## config.mk

```make
export PLATFORM = sky130hd
export DESIGN_NAME = game_flow_sequencer
export DESIGN_NICKNAME = d
export VERILOG_FILES = /design/src/rtl/game_flow_sequencer.sv
export SDC_FILE = /design/constraint.sdc
export NUM_CORES = 1
export LEC_CHECK = 0
export CAP_MARGIN = 10
export CORE_MARGIN = 2
export CORE_UTILIZATION = 30
export DETAILED_ROUTE_END_ITERATION = 8
export GPL_ROUTABILITY_DRIVEN = 1
export GPL_TIMING_DRIVEN = 0
export HOLD_SLACK_MARGIN = 0.02
export PLACE_DENSITY_LB_ADDON = 0.2
export SETUP_SLACK_MARGIN = 0.15
export SLEW_MARGIN = 10
export SYNTH_ARGS = -nofsm -noshare
export SYNTH_HDL_FRONTEND = slang
export SYNTH_SLANG_ARGS = --single-unit
```

## constraint.sdc

```tcl
create_clock -name vga_clock -period 2.39 [get_ports vga_clock]
set_input_delay 0.478 -clock vga_clock [delete_from_list [all_inputs] [get_ports vga_clock]]
set_output_delay 0.478 -clock vga_clock [all_outputs]
set_load 0.1 [all_outputs]
```

## src/rtl/game_flow_sequencer.sv

```systemverilog
// game_flow_sequencer
//   Top-level game-flow FSM: START -> PRELEVEL -> PLAY(level k) -> WIN / GAME_OVER
//   over NUM_LEVELS levels. Owns the lives count, selects the active screen/level
//   for the renderer mux, gates inputs into the active level and pulses a
//   per-level restart on PLAY entry.
// Ports
//   vga_clock     in   system clock
//   reset         in   synchronous, active-high reset
//   start_button  in   KEY, active-low, already synchronised
//   level_win     in   active level reached its goal (sampled only in PLAY)
//   level_lose    in   active level reports death (sampled only in PLAY)
//   screen        out  0 START, 1 PRELEVEL, 2 PLAY, 3 WIN, 4 GAME_OVER
//   level_index   out  index of current/next level
//   level_enable  out  1 only in PLAY
//   level_restart out  one-cycle pulse on the first PLAY cycle
//   lives         out  remaining lives
//   show_hearts   out  1 in PRELEVEL and PLAY
//   leds          out  [9:6] one-hot lives==3,2,1,0; [5:0] level_index one-hot
module game_flow_sequencer #(
    parameter int NUM_LEVELS       = 3,
    parameter int START_LIVES      = 3,
    parameter int LIVES_W          = 2,
    parameter int PRELEVEL_HOLD    = 50_000_000,
    parameter int RETRY_FROM_START = 0,
    parameter int LEVEL_W          = ($clog2(NUM_LEVELS) > 0) ? $clog2(NUM_LEVELS) : 1
) (
    input  logic               vga_clock,
    input  logic               reset,
    input  logic               start_button,
    input  logic               level_win,
    input  logic               level_lose,
    output logic [2:0]         screen,
    output logic [LEVEL_W-1:0] level_index,
    output logic               level_enable,
    output logic               level_restart,
    output logic [LIVES_W-1:0] lives,
    output logic               show_hearts,
    output logic [9:0]         leds
);

    typedef enum logic [2:0] {
        S_START     = 3'd0,
        S_PRELEVEL  = 3'd1,
        S_PLAY      = 3'd2,
        S_WIN       = 3'd3,
        S_GAME_OVER = 3'd4
    } state_t;

    localparam int                 HOLD_W     = (PRELEVEL_HOLD > 1) ? $clog2(PRELEVEL_HOLD) : 1;
    localparam logic [HOLD_W-1:0]  HOLD_LAST  = HOLD_W'((PRELEVEL_HOLD > 0) ? PRELEVEL_HOLD - 1 : 0);
    localparam logic [LIVES_W-1:0] LIVES_INIT = LIVES_W'(START_LIVES);
    localparam logic [LEVEL_W-1:0] LAST_LEVEL = LEVEL_W'(NUM_LEVELS - 1);

    state_t             state, next_state;
    logic [LEVEL_W-1:0] level_q, level_d;
    logic [LIVES_W-1:0] lives_q, lives_d, lives_dec;
    logic [HOLD_W-1:0]  hold_cnt, hold_d;
    logic               restart_q, restart_d;
    logic               start_prev, start_armed, start_press;

    // start_armed only rises once the button has actually been seen released
    // after reset, so a key held low through reset cannot fake a press even
    // though start_prev resets to the released level.
    always_comb begin
        start_press = start_armed & start_prev & ~start_button;
        next_state  = state;
        level_d     = level_q;
        lives_d     = lives_q;
        hold_d      = '0;
        lives_dec   = (lives_q == '0) ? '0 : lives_q - LIVES_W'(1);

        case (state)
            S_START: begin
                if (start_press) begin
                    next_state = S_PRELEVEL;
                    level_d    = '0;
                end
            end
            S_PRELEVEL: begin
                hold_d = hold_cnt + HOLD_W'(1);
                if (start_press || (PRELEVEL_HOLD != 0 && hold_cnt == HOLD_LAST)) begin
                    next_state = S_PLAY;
                    hold_d     = '0;
                end
            end
            S_PLAY: begin
                // restart_q marks the entry cycle: level status is stale then.
                if (!restart_q) begin
                    if (level_win) begin
                        if (level_q == LAST_LEVEL) begin
                            next_state = S_WIN;
                        end else begin
                            next_state = S_PRELEVEL;
                            level_d    = level_q + LEVEL_W'(1);
                        end
                    end else if (level_lose) begin
                        lives_d = lives_dec;
                        if (lives_dec == '0) begin
                            next_state = S_GAME_OVER;
                        end else begin
                            next_state = S_PRELEVEL;
                            if (RETRY_FROM_START != 0) level_d = '0;
                        end
                    end
                end
            end
            S_WIN, S_GAME_OVER: begin
                if (start_press) begin
                    next_state = S_START;
                    lives_d    = LIVES_INIT;
                    level_d    = '0;
                end
            end
            default: begin
                next_state = S_START;
                lives_d    = LIVES_INIT;
                level_d    = '0;
            end
        endcase

        restart_d = (next_state == S_PLAY) && (state != S_PLAY);
    end

    always_ff @(posedge vga_clock) begin
        if (reset) begin
            state       <= S_START;
            level_q     <= '0;
            lives_q     <= LIVES_INIT;
            hold_cnt    <= '0;
            restart_q   <= 1'b0;
            start_prev  <= 1'b1;
            start_armed <= 1'b0;
        end else begin
            state       <= next_state;
            level_q     <= level_d;
            lives_q     <= lives_d;
            hold_cnt    <= hold_d;
            restart_q   <= restart_d;
            start_prev  <= start_button;
            start_armed <= start_armed | start_button;
        end
    end

    always_comb begin
        leds = '0;
        for (int unsigned i = 0; i < 4; i++) leds[6+i] = (32'(lives_q) == i);
        for (int unsigned i = 0; i < 6; i++) leds[i]   = (32'(level_q) == i);
    end

    assign screen        = state;
    assign level_index   = level_q;
    assign lives         = lives_q;
    assign level_restart = restart_q;
    assign level_enable  = (state == S_PLAY);
    assign show_hearts   = (state == S_PRELEVEL) || (state == S_PLAY);

endmodule
```

[Word level (Yosys, flattened, before mapping)]
Index checks and enable logic that the tools add are counted.
Storage, ports and cells
  register bits after elaboration: 36
  input port bits: 5
  output and inout bits: 20
  word-level logic and storage cells: 69
Cells by class
  add/sub/neg operators: 3
  eq/ne operators: 20
  mux-type cells: 20
  bitwise operators: 6
  reductions and logical operators: 13
Operators with widths (count)
  $add A26 B1 Y26 const B: 1
  $eq A26 B26 Y1 const B: 1
  $mux W3: 7
  $mux W2: 10
  $ne A2 B2 Y1 const B: 6
  $pmux W2 S3: 2
  $pmux W3 S4: 1
  $reduce_and A5 Y1: 2
  $eq A3 B2 Y1 const B: 3
  $eq A2 B2 Y1 const B: 4
  $logic_not A2 Y1: 3
  $reduce_or A3 Y1: 2
  $eq A2 B1 Y1 const B: 2
  $reduce_or A2 Y1: 2
  $eq A3 B1 Y1 const B: 1
  $eq A3 B3 Y1 const B: 1
  $logic_not A3 Y1: 1
  $ne A3 B2 Y1 const B: 1
  $not A1 Y1: 3
  $add A2 B1 Y2 const B: 1
  $and A1 B1 Y1: 2
  $logic_or A1 B1 Y1: 2
  $ne A2 B1 Y1 const B: 1
  $sub A2 B1 Y2 const B: 1
  other kinds (2): 2

[Longest topological paths before layout]
  word-level depth: 10
  mapped depth: 6
  depth with buffers taken out: 6

[Worst setup path after synthesis]
Ideal clock, no wire load.
  path kind: reg-to-output
  start point: register state[1], in the netlist screen[1]
  end point: output show_hearts
  arrival: 2.912 ns
  data required time: 1.912 ns
  slack: -1.000 ns
  stages on the path, launching flop included: 4
  path buffers: 1
  path through: dfxtp_1 > clkbuf_1 > nand2_1 > a21oi_1
Between the ends
  longest elaborated chain between the ends: 2
  elaborated cells on any way between the ends: 3
  classes of those cells: 2 x eq/ne; 1 x reduce/logical
RTL lines
  from (decl): RTL line 54  | state_t state, next_state;
  from (signal assigned): RTL line 134  | state <= next_state;
  $eq A3 B1 Y1 or $eq A3 B2 Y1 (tied branches): RTL line 155  | assign show_hearts = (state == S_PRELEVEL) || (state == S_PLAY);
  $logic_or A1 B1 Y1 *: RTL line 155
  to (decl): RTL line 37  | output logic show_hearts,
Every way passes the cells marked *; elsewhere a longest branch is shown, timed or not.

[Worst setup path after layout]
  start point: register lives_q[1], in the netlist lives[1]
  end point: output lives[1]
RTL lines
  from (decl): RTL line 56  | logic [LIVES_W-1:0] lives_q, lives_d, lives_dec;
  from (signal assigned): RTL line 136  | lives_q <= lives_d;
  to (decl): RTL line 36  | output logic [LIVES_W-1:0] lives,
No word-level cell between the ends.

==> results.cfg <==
[run_status]
outcome = completed

[worst_setup_path]
critPathBufInv = 1
worst_setup_path_end_kind = primary output
max_stage_delay_ps = 900
path_cells = dlygate4sd2_1
critical_path_class = register to primary output
crit_family = buffers and inverters
startpoint_type = register
crit_arrival_ps = 1710
crit_fanout = 8
slowest_stage = dlygate4sd2_1
required_ps = 1910
rrSetupSlack_ps = 430

[sta]
fin_hold_ws_ps = 479
period_share = 0.917
setup_viol = 0
finalHoldViolations = 0
period_needed_ps = 2190
rsz0062_at_grt = true
worst_pin_slew_ps = 961
setup_tns_ps = 0
fin_ws_ps = 199
clock-skew-final_ps = 4.46
slew_viol_final = 0
slew_headroom = 0.362
fmax_mhz = 456

[yosys]
syn_area_sq_um = 1870
synth_top_family_by_area = simple AND/OR/NAND/NOR gates
synth-edff-count = 0
post_synth_inst_count = 222
synth_compound_area_frac = 0.131
synth_top_cell_by_area = dfxtp_1
synth-simple-area-share = 0.315
synth-warning-count = 0
muxShareOfSynthArea = 0.0168
synthAdderAreaFrac = 0.0335
ys.flop_type = dfxtp_1
synthArstFlopShare = 0
syn_area_per_cell_sq_um = 8.40
synth.top_cell.area_share = 0.386
synth_top_cells_by_area = dfxtp_1 (39%), nor2_1 (5.8%), xnor2_1 (5.2%), a21oi_1 (4.3%), ha_1 (3.4%)
synth_xor_area_frac = 0.0704
synth_seq_cells = 36
ys_types = 49
seq_area_frac_synth = 0.386

[floorplan]
num_io_pins = 25
coreArea_sq_um = 5960
row_count = 28
die-width_um = 82.9
die_y_um = 82.9
initial_core_util = 0.313
dieArea_sq_um = 6860

[clock_tree]
cts_root_buf = clkbuf_8
cts_tree = built
post_cts_buffers = 0
cts_sinks = 36
clockBufferDepth = 2
cts.htree.levels = 2
numCtsBuffers = 5
clk_pin_slew_ps = 70
worst_skew_pair.late_latency_ps = 280

[global_routing]
antenna_found_initial = 0
grt_usage = 0.123
grt_pass1_vias = 1560
grt_overflow_total = 0
grt_pass1_wl_mm = 7.12
grt_max_degree = 11

[detailed_routing]
first_pass_iters = 4
ant_nets = 0
route.detailed.drc = 0
via_per_inst = 5.00
wirelength_mm = 4.11
vias = 1636
wire_per_inst_um = 12.6
first_iter_violations = 60

[final_layout]
nNetsFinal = 261
fin_area_sq_um = 2300
area_delta_synth_final_pct = 23.3
antenna_cells = 0
layout-drive-gt1-share = 0.167
fin_util = 0.386

[job]
maxCapViolCount = 0

[pwr]
powerDensity_nw_per_um2 = 494
p_leak_nw = 0.768
vdd_ir_drop_max_mv = 0.241

[placed_design]
gp_congestion = 0.741
placed_area_sq_um = 2220
post-place-ws_ps = -321
portBuffers = 21
dp_hpwl_mm = 3.08

[hold_path]
holdCritPathClass = register to register
-- what timing repair did --
item	CTS	global route
endpoints found under the setup margin	28	14
hold buffers	0	0
pin swaps	0	0
resized for setup	36	8
-- state kept, by name (all words and copies together) (netlist names) --
name and cells:
level_index 2, lives 2, start_prev 1, level_restart 1, start_armed 1, screen 3, hold_cnt 26
-- final timing paths --
check,from,end,cells past startpoint
hold reg to reg,hold_cnt[0],hold_cnt[0],1
hold / removal,hold_cnt[0],hold_cnt[0],1
setup / recovery,lives[1],lives[1],1
setup reg to reg,hold_cnt[0],hold_cnt[2],6
-- final cells by class --
type / count / area, sq um
fill: 658 / 3660
multi-input combinational: 169 / 1110
sequential: 36 / 728
timing repair buffer: 21 / 193
tap: 75 / 93.8
clock buffer: 8 / 90.1
buffer: 10 / 56.3
inverter: 8 / 30.0
-- where the power goes --
part	leakage, nW	total, W	internal (W)	switching [W]
combinational	0.429	0.0000878	0.0000244	0.0000634
clock	0.0455	0.000440	0.000235	0.000205
sequential	0.293	0.000607	0.000603	0.00000379
-- stage by stage --
stage / total power, W / std cells
after floorplan: 0.000690 / 223
after global placement: 0.000710 / 319
after detailed placement: 0.000711 / 319
after CTS: 0.00115 / 327
after global routing: 0.00118 / 327
final: 0.00114 / 327
-- routing by layer --
metal	GRT usage	vias up	routed length (um)
met1	0.167	760	2140
li1	-	857	-
met2	0.196	12	1840
met5	0	-	0
met3	0.0179	7	65
met4	0.0447	0	58
-- placed cells by master, fill, tap and decap left out, types with 2 or more instances in the layout --
cell	synthesis	routed
or4_1	5	5
or3_1	4	4
dlygate4sd2_1	0	10
nand2b_1	2	2
buf_4	2	3
clkbuf_1	6	6
o21ai_0	9	9
ha_1	5	4
nand4_1	6	6
nor3b_1	2	2
or3_2	2	2
and3_1	2	2
a31oi_1	2	2
a21oi_1	16	15
and4_1	4	4
clkbuf_2	0	3
xnor2_1	11	11
xor2_1	4	4
nor2_1	29	27
clkbuf_8	0	6
nand3_1	10	10
clkdlybuf4s15_2	0	4
dfxtp_1	36	32
inv_1	8	8
nor4_1	5	5
conb_1	1	2
nor2b_4	0	2
nor3_1	5	5
o31ai_1	6	6
dfxtp_2	0	3
clkdlybuf4s50_1	0	3
or2_2	3	3
nand2_1	11	11
mux2i_1	2	2
-- Yosys cell counts (all sizes together) (5+ instances only) --
cell    count
a21oi      16
clkbuf      6
dfxtp      36
ha          5
inv         8
nand2      11
nand3      10
nand4       8
nor2       29
nor3        5
nor4        5
o21ai      10
o31ai       6
or3         6
or4         6
xnor2      11
-- cell families after synthesis --
logic type | after synthesis
flops | 36
buf+inv | 18
mux | 3
compound gates | 41
simple gates | 103
other cells | 1
fa+ha+maj | 5
xor+xnor | 15
(Power assumes the default switching activity.)
